--- src/rtl/bitwise_logic_unit.sv ---
// Multi-beat bitwise logic unit: applies one of seven logic ops to two WIDTH-bit
// operands LANE bits per cycle, holding the result until the consumer takes it.
module bitwise_logic_unit #(
    parameter int WIDTH = 32,
    parameter int LANE  = 8
) (
    input  logic             clock,
    input  logic             reset,
    input  logic             in_valid,
    output logic             in_ready,
    input  logic [2:0]       ctrl_op,
    input  logic [WIDTH-1:0] data_operandA,
    input  logic [WIDTH-1:0] data_operandB,
    output logic             out_valid,
    input  logic             out_ready,
    output logic [WIDTH-1:0] data_result,
    output logic             result_zero,
    output logic             op_err
);
    localparam int BEATS = WIDTH / LANE;
    localparam int BW    = (BEATS > 1) ? $clog2(BEATS) : 1;
    localparam logic [BW-1:0] LAST_BEAT = BW'(BEATS - 1);
    localparam logic [2:0]    OP_RSVD   = 3'b111;

    typedef enum logic [1:0] {IDLE, BUSY, DONE} state_t;

    state_t                       state_q, state_d;
    logic [BW-1:0]                beat_q, beat_d;
    logic [2:0]                   op_q, op_d;
    logic [WIDTH-1:0]             a_q, a_d, b_q, b_d;
    logic [BEATS-1:0][LANE-1:0]   res_q, res_d;
    logic                         zero_q, zero_d, err_q, err_d;
    logic [BEATS-1:0][LANE-1:0]   a_lanes, b_lanes;

    assign a_lanes = a_q;
    assign b_lanes = b_q;

    function automatic logic [LANE-1:0] lane_op(input logic [2:0] op,
                                                input logic [LANE-1:0] a,
                                                input logic [LANE-1:0] b);
        case (op)
            3'b000:  lane_op = a & b;
            3'b001:  lane_op = a | b;
            3'b010:  lane_op = a ^ b;
            3'b011:  lane_op = ~(a & b);
            3'b100:  lane_op = ~(a | b);
            3'b101:  lane_op = ~(a ^ b);
            3'b110:  lane_op = a & ~b;
            default: lane_op = '0;
        endcase
    endfunction

    always_comb begin
        state_d = state_q;
        beat_d  = beat_q;
        op_d    = op_q;
        a_d     = a_q;
        b_d     = b_q;
        res_d   = res_q;
        zero_d  = zero_q;
        err_d   = err_q;
        case (state_q)
            IDLE: begin
                if (in_valid) begin
                    a_d     = data_operandA;
                    b_d     = data_operandB;
                    op_d    = ctrl_op;
                    res_d   = '0;
                    beat_d  = '0;
                    zero_d  = 1'b0;
                    err_d   = (ctrl_op == OP_RSVD);
                    // Reserved op skips the datapath entirely.
                    state_d = (ctrl_op == OP_RSVD) ? DONE : BUSY;
                end
            end
            BUSY: begin
                res_d[beat_q] = lane_op(op_q, a_lanes[beat_q], b_lanes[beat_q]);
                if (beat_q == LAST_BEAT) begin
                    state_d = DONE;
                    zero_d  = (res_d == '0);
                end else begin
                    beat_d = beat_q + BW'(1);
                end
            end
            DONE: begin
                if (out_ready) state_d = IDLE;
            end
            default: state_d = IDLE;
        endcase
    end

    always_ff @(posedge clock) begin
        if (reset) begin
            state_q <= IDLE;
            beat_q  <= '0;
            op_q    <= '0;
            a_q     <= '0;
            b_q     <= '0;
            res_q   <= '0;
            zero_q  <= 1'b0;
            err_q   <= 1'b0;
        end else begin
            state_q <= state_d;
            beat_q  <= beat_d;
            op_q    <= op_d;
            a_q     <= a_d;
            b_q     <= b_d;
            res_q   <= res_d;
            zero_q  <= zero_d;
            err_q   <= err_d;
        end
    end

    assign in_ready    = (state_q == IDLE);
    assign out_valid   = (state_q == DONE);
    assign data_result = res_q;
    assign result_zero = zero_q;
    assign op_err      = err_q;

endmodule

--- config.mk ---
export PLATFORM = sky130hd
export DESIGN_NAME = bitwise_logic_unit
export DESIGN_NICKNAME = d
export VERILOG_FILES = /design/src/rtl/bitwise_logic_unit.sv
export SDC_FILE = /design/constraint.sdc
export NUM_CORES = 1
export LEC_CHECK = 0
export ABC_AREA = 1
export CAP_MARGIN = 15
export CORE_UTILIZATION = 53
export CTS_CLUSTER_SIZE = 28
export DETAILED_ROUTE_END_ITERATION = 10
export PLACE_DENSITY = 0.81
export SYNTH_ARGS = -nofsm -noshare
export SYNTH_HDL_FRONTEND = slang
export SYNTH_SLANG_ARGS = --single-unit
--- constraint.sdc ---
create_clock -name clock -period 2.8 [get_ports clock]
set_clock_uncertainty 0.05 [all_clocks]
set_input_delay 0.56 -clock clock [delete_from_list [all_inputs] [get_ports clock]]
set_output_delay 0.56 -clock clock [all_outputs]
set_load 0.01 [all_outputs]
==> results of run 1 <==
[flip-flops by register name (all words and copies together) (netlist names)]
name / flops
op_q: 3
op_err: 1
state_q: 2
beat_q: 2
b_lanes: 32
result_zero: 1
a_lanes: 32
data_result: 32
[cells in the final DEF (no fill, tap or decap), drive strengths merged]
cell type,count
nor2,177
nand2,171
clkdlybuf4s50,106
dfxtp,105
nand3,77
o21ai,77
a21oi,54
inv,45
buf,32
or2,30
ha,28
nand4,23
a32oi,16
clkbuf,10
clkinvlp,4
clkinv,1
[power by group through the flow]
stage / combinational (W) / clock (W) / sequential (W)
floorplan: 0.000817 / 0 / 0.00171
global placement: 0.00118 / 0 / 0.00174
detailed placement: 0.00121 / 0 / 0.00174
CTS: 0.00122 / 0.000922 / 0.00171
global route: 0.00143 / 0.000975 / 0.00173
finish: 0.00129 / 0.000935 / 0.00171
[worst register-to-register path: stages (launching register included)]
cell and delay [ns]:
dfxtp_4 0.37, clkinvlp_4 0.12, buf_12 0.14, nand2_1 0.09, a32oi_1 0.29, inv_1 0.09
ha_1 0.31, inv_1 0.05, nand4_1 0.07, nand2_1 0.06, nor2_2 0.17, nand2_1 0.14
nand2_1 0.10, nand3_1 0.08, nor2_1 0.11, nand2_1 0.06, nor2_1 0.10, nand3_1 0.09
a21oi_2 0.11
[cell families (layout without fill, tap and decap cells)]
kind of cell,Yosys count,after routing,synth area share
flops,105,105,0.363
buf+inv,98,198,0.0755
compound gates,147,147,0.138
fa+ha+maj,28,28,0.0606
simple gates,478,478,0.362
[stage by stage]
step / cell area [um^2] / hold slack (ns) / setup TNS, ns
after global placement: 7040 / 0.414 / 0
final: 7380 / 0.439 / 0
after floorplan: 5780 / 0.405 / 0
after detailed placement: 7040 / 0.422 / 0
after global routing: 7380 / 0.455 / -0.0358
after CTS: 7220 / 0.438 / 0
[worst min path at each step]
stage / startpoint / to / slack, ns / cells after the start
after floorplan: a_lanes[10] / a_lanes[10] / 0.40 / 2
after global placement: a_lanes[8] / a_lanes[8] / 0.41 / 2
after detailed placement: data_result[5] / data_result[5] / 0.42 / 2
after CTS: data_result[5] / data_result[5] / 0.44 / 2
after global routing: data_result[18] / data_result[18] / 0.45 / 2
final: data_result[2] / data_result[2] / 0.44 / 2
[layout make-up]
| class | count | area (um^2) |
|---|---|---|
| Inverter | 44 | 174 |
| Timing Repair Buffer | 138 | 1370 |
| Clock inverter | 6 | 48.8 |
| Fill cell | 922 | 3080 |
| Clock buffer | 10 | 138 |
| Tap cell | 136 | 170 |
| Multi-Input combinational cell | 653 | 3380 |
| Sequential cell | 105 | 2110 |
[metal layers]
metal | wire [um] | up-vias | global-route usage
met5 | 0 | - | 0
met1 | 7300 | 2721 | 0.406
li1 | - | 3006 | -
met4 | 303 | 0 | 0.0822
met2 | 7250 | 252 | 0.431
met3 | 1110 | 29 | 0.0417
[what timing repair did]
item,CTS,global route
setup buffers,0,3
resized for setup,0,25
endpoints found under the hold margin,0,0
setup endpoints to repair,0,1
==> summary.md, run 1 <==
| Metric | Value |
|---|---|
| Yosys reg bits | roughly 110 |
| Crit path cell chain | clkinvlp_4, buf_12, nand2_1, a32oi_1, inv_1, ha_1, inv_1, nand4_1, nand2_1, nor2_2, nand2_1, nand2_1, nand3_1, nor2_1, nand2_1, nor2_1, nand3_1, a21oi_2 |
| Startpoint Class | flip-flop |
| Most used cell, CP | nand2_1 |
| Crit path launch | beat_q[0] |
| LEAKAGE | between 3 and 4 nW |
| Max_slew headroom | 0.540 |
| I/O pin cnt | 107 |
| RSZ-0062 raised after global routing | true |
| Cell Count, Final, Fillers Out | about 1,100 |
| Status | completed |
| Reg-to-Reg Start | beat_q[0] |
| Switching Fraction | 0.363 |
| Layout area overhead | 27.6% |
| Final GP Congestion | around 0.87 |
| Clock power share | 0.238 |
| Pre-CTS setup slack | about 0.13 ns |
| Sequential group share of total power | 0.435 |
| Syn_area_per_cell | around 6.8 um^2 |
| Post-Synthesis Cells | approximately 860 |
| Reg2reg setup slack | between 0.15 and 0.2 ns |
| Worst Path Buf+Inv | 4 |
| Clock root cell | clkbuf_8 |
| Top cells by count, synth | nand2_1 (170), nor2_1 (160), dfxtp_1 (105), nand3_1 (76), o21ai_0 (75) |
| Post-Place Cells | 1,073 |
| Synthesized area | 5780 um^2 |
| Core box area | about 10,000 um^2 |
| DR DRC count | 0 |
| Synth Net Count | 955 |
| Rows | 37 |
| Initial Util | 0.553 |
| Largest net degree at the start of global routing | 70 |
| CTS H-tree lvls | 3 |
| Vias per Instance | ~5.5 |
| Port buffer count | around 110 |
| Crit path max fanout | 17 |
| Wire length per cell | approximately 15 um |
| Die W | between 100 and 150 um |
| Period minus WS final | roughly 2.6 ns |
| # diodes | 0 |
| Fmax | 0.378 GHz |
| CTS tree | yes |
| CTS Sinks | approximately 110 |
| DRT iter0 DRCs | around 480 |
| Worst Path Arrival | 2.92 ns |
| Share of cells above drive strength 1 | 0.124 |
| CP max stage delay | between 0.3 and 0.4 ns |
| Type of the worst setup path | reg -> reg |
| Fin crit share | 0.945 |
| Main synth FF type | dfxtp_1 |
| R2R cell count | 18 |
| Critical Path RT | 3.08 ns |
| Setup crit end | result_zero |
| # hold bufs at CTS | 0 |
| Stages on worst setup path | 18 |
| Post-synthesis sequential area ratio | 0.363 |
| Total wire length | 16,000 um |
| Clock Latency Late Sink | roughly 0.4 ns |
| Ranking of synthesized cells by area | dfxtp_1 (36%), nand2_1 (11%), nor2_1 (10%), nand3_1 (6.6%), o21ai_0 (6.5%) |
| Most common cell in the netlist | nand2_1 |
| Number of synthesized flops with an enable pin | 0 |
| Post-route ant nets | 0 |
| Comb power frac | 0.327 |
| Setup WS post-layout | ~0.15 ns |
| Drt pass-1 iters | 5 |
| Area leader, netlist | dfxtp_1 |
| Maximum Capacitance Violations | 0 |
| Asr flop ratio synth | 0 |
| Die Area | 11,300 um^2 |
| DP HPWL | ~12,000 um |
| First-pass GRT wire length | about 26,000 um |
| Fin nets | ~1,100 |
| Worst-Margin Slew | around 0.69 ns |
| GRT Util Overall | 0.281 |
| CTS Buf Count | 9 |
| Largest delay share family, worst path | simple AND/OR/NAND/NOR gates |
| Via Count | between 6,000 and 7,000 |
| Vias in the first global route | 5,258 |
| Clk buf depth | 2 |
| Final core area utilization | 0.705 |
| Antenna violations before repair | 0 |
| YS warnings | 0 |
| Critical path endpoint category | flip-flop |
| Setup Viol. Count Final | 0 |
| Hold Path Class | reg -> reg |
| Overflow after GRT | 0 |
| Reg-to-reg endpoint | result_zero |
| CP max stage cell | dfxtp_4 |
| Top cell type's share of synthesized area | 0.363 |
| Max VDD drop | between 0.2 and 0.3 mV |
| Int Pwr | between 0.002 and 0.003 W |
| Clock-pin slew on the worst setup and hold paths | between 0.1 and 0.15 ns |
| Count of different cell masters after synthesis | 26 |
| Final hold vios | 0 |
| Pwr/cell area | approximately 530 nW/um^2 |
| Chip Height | about 110 um |
| Final max-slew violation count | 0 |
| Design Power | slightly below 0.004 W |
| Reported net switching power | 0.00143 W |
Power figures use the tool's default switching activity.
==> run 2: changes to the inputs <==
--- a/config.mk
+++ b/config.mk
@@ -5,9 +5,8 @@
 export SDC_FILE = /design/constraint.sdc
 export NUM_CORES = 1
 export LEC_CHECK = 0
-export ABC_AREA = 1
 export CAP_MARGIN = 15
-export CORE_UTILIZATION = 53
+export CORE_UTILIZATION = 52
 export CTS_CLUSTER_SIZE = 28
 export DETAILED_ROUTE_END_ITERATION = 10
 export PLACE_DENSITY = 0.81
==> run 2 against run 1 <==
  * The run now ends with setup timing left
  * Sequential cell count is the same
  * Sequential power down 5%
  * Die area decreased by 6.4%
  * Synthesized area is 8.3% lower
  * Combinational power down 34%
  * Core utilization grew 2.4 points
  * Sequential share of layout area rose by 0.90 points
  * Critical path type unchanged
==> summary.md, run 2 <==
| Metric | Value |
|---|---|
| Final max-slew violation count | 0 (unchanged) |
| Vias in the first global route | 4,844 (-7.9%) |
| YS warnings | 0 (unchanged) |
| Clock-pin slew on the worst setup and hold paths | 0.11 ns (about the same) |
| # hold bufs at CTS | 0 (unchanged) |
| Layout area overhead | 35.1% |
| Type of the worst setup path | reg -> reg |
| Overflow after GRT | 0 (unchanged) |
| Fmax | 0.321 GHz (-15%) |
| Share of cells above drive strength 1 | 0.166 (+0.0420) |
| Largest net degree at the start of global routing | 106 (+51%) |
| Hold Path Class | reg -> reg |
| Via Count | 5,198 (-13%) |
| Die Area | 10,600 um^2 (-6.4%) |
| Cell area after layout | 7170 um^2 (-2.9%) |
| RSZ-0062 raised after global routing | true |
| Final hold vios | 0 (unchanged) |
| Pwr/cell area | 491 nW/um^2 (-7.9%) |
| DP HPWL | 10,300 um (-11%) |
| Commonest cells after routing, fill and taps aside | nand2_1 (144), clkdlybuf4s50_1 (105), dfxtp_1 (103) |
| Multi-input logic area | 3040 um^2 (-9.9%) |
| Maximum Capacitance Violations | 0 (unchanged) |
| Die W | 103 um (-3.3%) |
| Chip Height | 103 um (-3.3%) |
| Antenna violations before repair | 0 (unchanged) |
| DRT iter0 DRCs | 447 (-7.1%) |
| Synth Net Count | 733 (-23%) |
| Area leader, netlist | dfxtp_1 |
| Final GP Congestion | 0.887 (+1.7%) |
| Most common cell in the netlist | nand2_1 |
| Syn_area_per_cell | 8.37 um^2 (+24%) |
| Rows | 36 (-2.7%) |
| Commonest non-fill, non-tap cell in the layout | nand2_1 |
| Setup TNS | -0.316 ns (-0.316 ns) |
| WHS | 0.412 ns (-0.0272 ns) |
| Core box area | 9820 um^2 (-6.1%) |
| Setup WS post-layout | -0.316 ns (-0.470 ns) |
| Yosys reg bits | 105 (unchanged) |
| Violated checks | setup timing |
| Status | finished with violations |
| LEAKAGE | 2.74 nW (-10%) |
| DR DRC count | 0 (unchanged) |
| Post-Synthesis Cells | 634 (-26%) |
| Total wire length | 15,200 um (-4.6%) |
| Comb power frac | 0.241 (-0.086) |
| Post-DP Area | 6660 um^2 (-5.3%) |
| First-pass GRT wire length | 22,900 um (-11%) |
| Count of different cell masters after synthesis | 50 (+92%) |
| Worst-Margin Slew | 1.02 ns (+0.334 ns) |
| Initial Util | 0.540 (-0.0127) |
| Top cells by count, synth | nand2_1 (144), dfxtp_1 (105), a21oi_1 (77), nor2_1 (56) |
| Critical path endpoint category | flip-flop |
| Int Pwr | 0.00244 W (-2.7%) |
| Max_slew headroom | 0.318 (-0.222) |
| Vias per Instance | 5.80 (+5.4%) |
| # diodes | 0 (unchanged) |
| Number of synthesized flops with an enable pin | 0 (unchanged) |
| Switching Fraction | 0.307 (-0.0559) |
| Max VDD drop | 0.341 mV (+30%) |
| Design Power | 0.00352 W (-11%) |
| Fin nets | 857 (-18%) |
| Worst Path Arrival | 3.37 ns (+0.45 ns) |
| Top cell type's share of synthesized area | 0.396 (+0.0329) |
| Asr flop ratio synth | 0 (unchanged) |
| CTS tree | yes |
| CTS Buf Count | 9 (unchanged) |
| Wire length per cell | 17.0 um (+16%) |
| Fin crit share | 1.11 (+0.168) |
| Sequential group share of total power | 0.461 (+0.026) |
| Ranking of synthesized cells by area | dfxtp_1 (40%), nand2_1 (10%), a21oi_1 (7.3%), mux4_2 (6.8%), ha_1 (6.6%) |
| Clock power share | 0.297 (+0.059) |
| Post-route ant nets | 0 (unchanged) |
| Port buffer count | 106 (unchanged) |
| Drt pass-1 iters | 7 (+2) |
| Final core area utilization | 0.730 (+0.0244) |
| GRT Util Overall | 0.280 (-0.00123) |
| Crit path max fanout | 7 (-10) |
| Main synth FF type | dfxtp_1 |
| Post-synthesis sequential area ratio | 0.396 (+0.0329) |
| Clock root cell | clkbuf_8 |
| Total area of sequential cells | 2110 um^2 (+0.18%) |
| CTS Sinks | 105 (unchanged) |
| I/O pin cnt | 107 (unchanged) |
| Critical Path RT | 3.05 ns (-0.03 ns) |
| Setup Viol. Count Final | 1 (+1) |
| Reported net switching power | 0.00108 W (-24%) |
| Clock Latency Late Sink | 0.38 ns (about the same) |
| CTS H-tree lvls | 3 (unchanged) |
| Filler cells | 717 (-22%) |
| Synthesized area | 5300 um^2 (-8.3%) |
| Clk buf depth | 2 (unchanged) |
| Startpoint Class | flip-flop |
| Period minus WS final | 3.12 ns (+0.470 ns) |
-- run 2: power groups by stage --
| stage | Combinational (W) | Sequential, W | Clock [W] |
|---|---|---|---|
| after detailed placement | 0.000738 | 0.00165 | 0 |
| after floorplan | 0.000451 | 0.00163 | 0 |
| after global routing | 0.000914 | 0.00163 | 0.00108 |
| after CTS | 0.000755 | 0.00162 | 0.00104 |
| after global placement | 0.000710 | 0.00165 | 0 |
| final | 0.000849 | 0.00162 | 0.00105 |
-- run 2: area by class of cell --
class	instances	share of cell area
Timing Repair Buffer	162	0.212
Inverter	28	0.0147
Sequential cell	105	0.294
Multi-Input combinational cell	452	0.425
Tap cell	133	0.0232
Clock inverter	6	0.0117
Clock buffer	10	0.0192
-- run 2: per-stage QoR --
stage,std cells,setup WS (ns)
4_1_cts,884,-0.175
2_1_floorplan,634,-0.0408
6_report,896,-0.316
5_1_grt,896,-0.466
3_3_place_gp,866,-0.111
3_5_place_dp,866,-0.298
-- run 2: path summary, 6_finish.rpt --
path | from | end | slack [ns] | cells past startpoint
worst min-delay path | b_lanes[19] | b_lanes[19] | 0.41 | 2
worst min register to register | b_lanes[19] | b_lanes[19] | 0.41 | 2
worst max-delay path | beat_q[1] | result_zero | -0.32 | 11
worst max register to register | beat_q[1] | result_zero | -0.32 | 11
-- run 2: kinds of logic (layout without fill, tap and decap cells) --
kind of cell / count (synthesis) / in the layout / share of synthesized area
DFF: 105 / 105 / 0.396
and+or+nand+nor: 244 / 244 / 0.195
muxes: 25 / 25 / 0.0852
AOI/OAI and AO/OA: 155 / 155 / 0.193
buffers and inverters: 77 / 206 / 0.0642
adders and majority gates: 28 / 28 / 0.0661
-- run 2: worst max-delay path: stages, from the launching register on --
cell       delay (ns)
dfxtp_4          0.42
mux4_2           0.57
inv_2            0.08
ha_1             0.25
nor3b_2          0.16
a2111oi_0        0.10
a211o_1          0.38
buf_4            0.17
buf_4            0.13
o31ai_1          0.28
o2111ai_2        0.20
o31ai_4          0.26
-- run 2: what timing repair did --
| action | 4_1_cts | 5_1_grt |
|---|---|---|
| gates resized for setup | 8 | 31 |
| buffers inserted | 2 | 12 |
| hold endpoints to repair | 0 | 0 |
| pin swaps | 2 | 11 |
| endpoints found under the setup margin | 4 | 10 |
| cloned | 0 | 0 |
-- run 2: metal layers --
layer / share of wire / vias up / wire, um / global-route usage
met4: 0.030 / 0 / 459 / 0.0986
met1: 0.40 / 2452 / 6060 / 0.345
met5: 0 / - / 0 / 0
li1: - / 2435 / - / -
met3: 0.072 / 56 / 1100 / 0.0502
met2: 0.50 / 255 / 7610 / 0.491
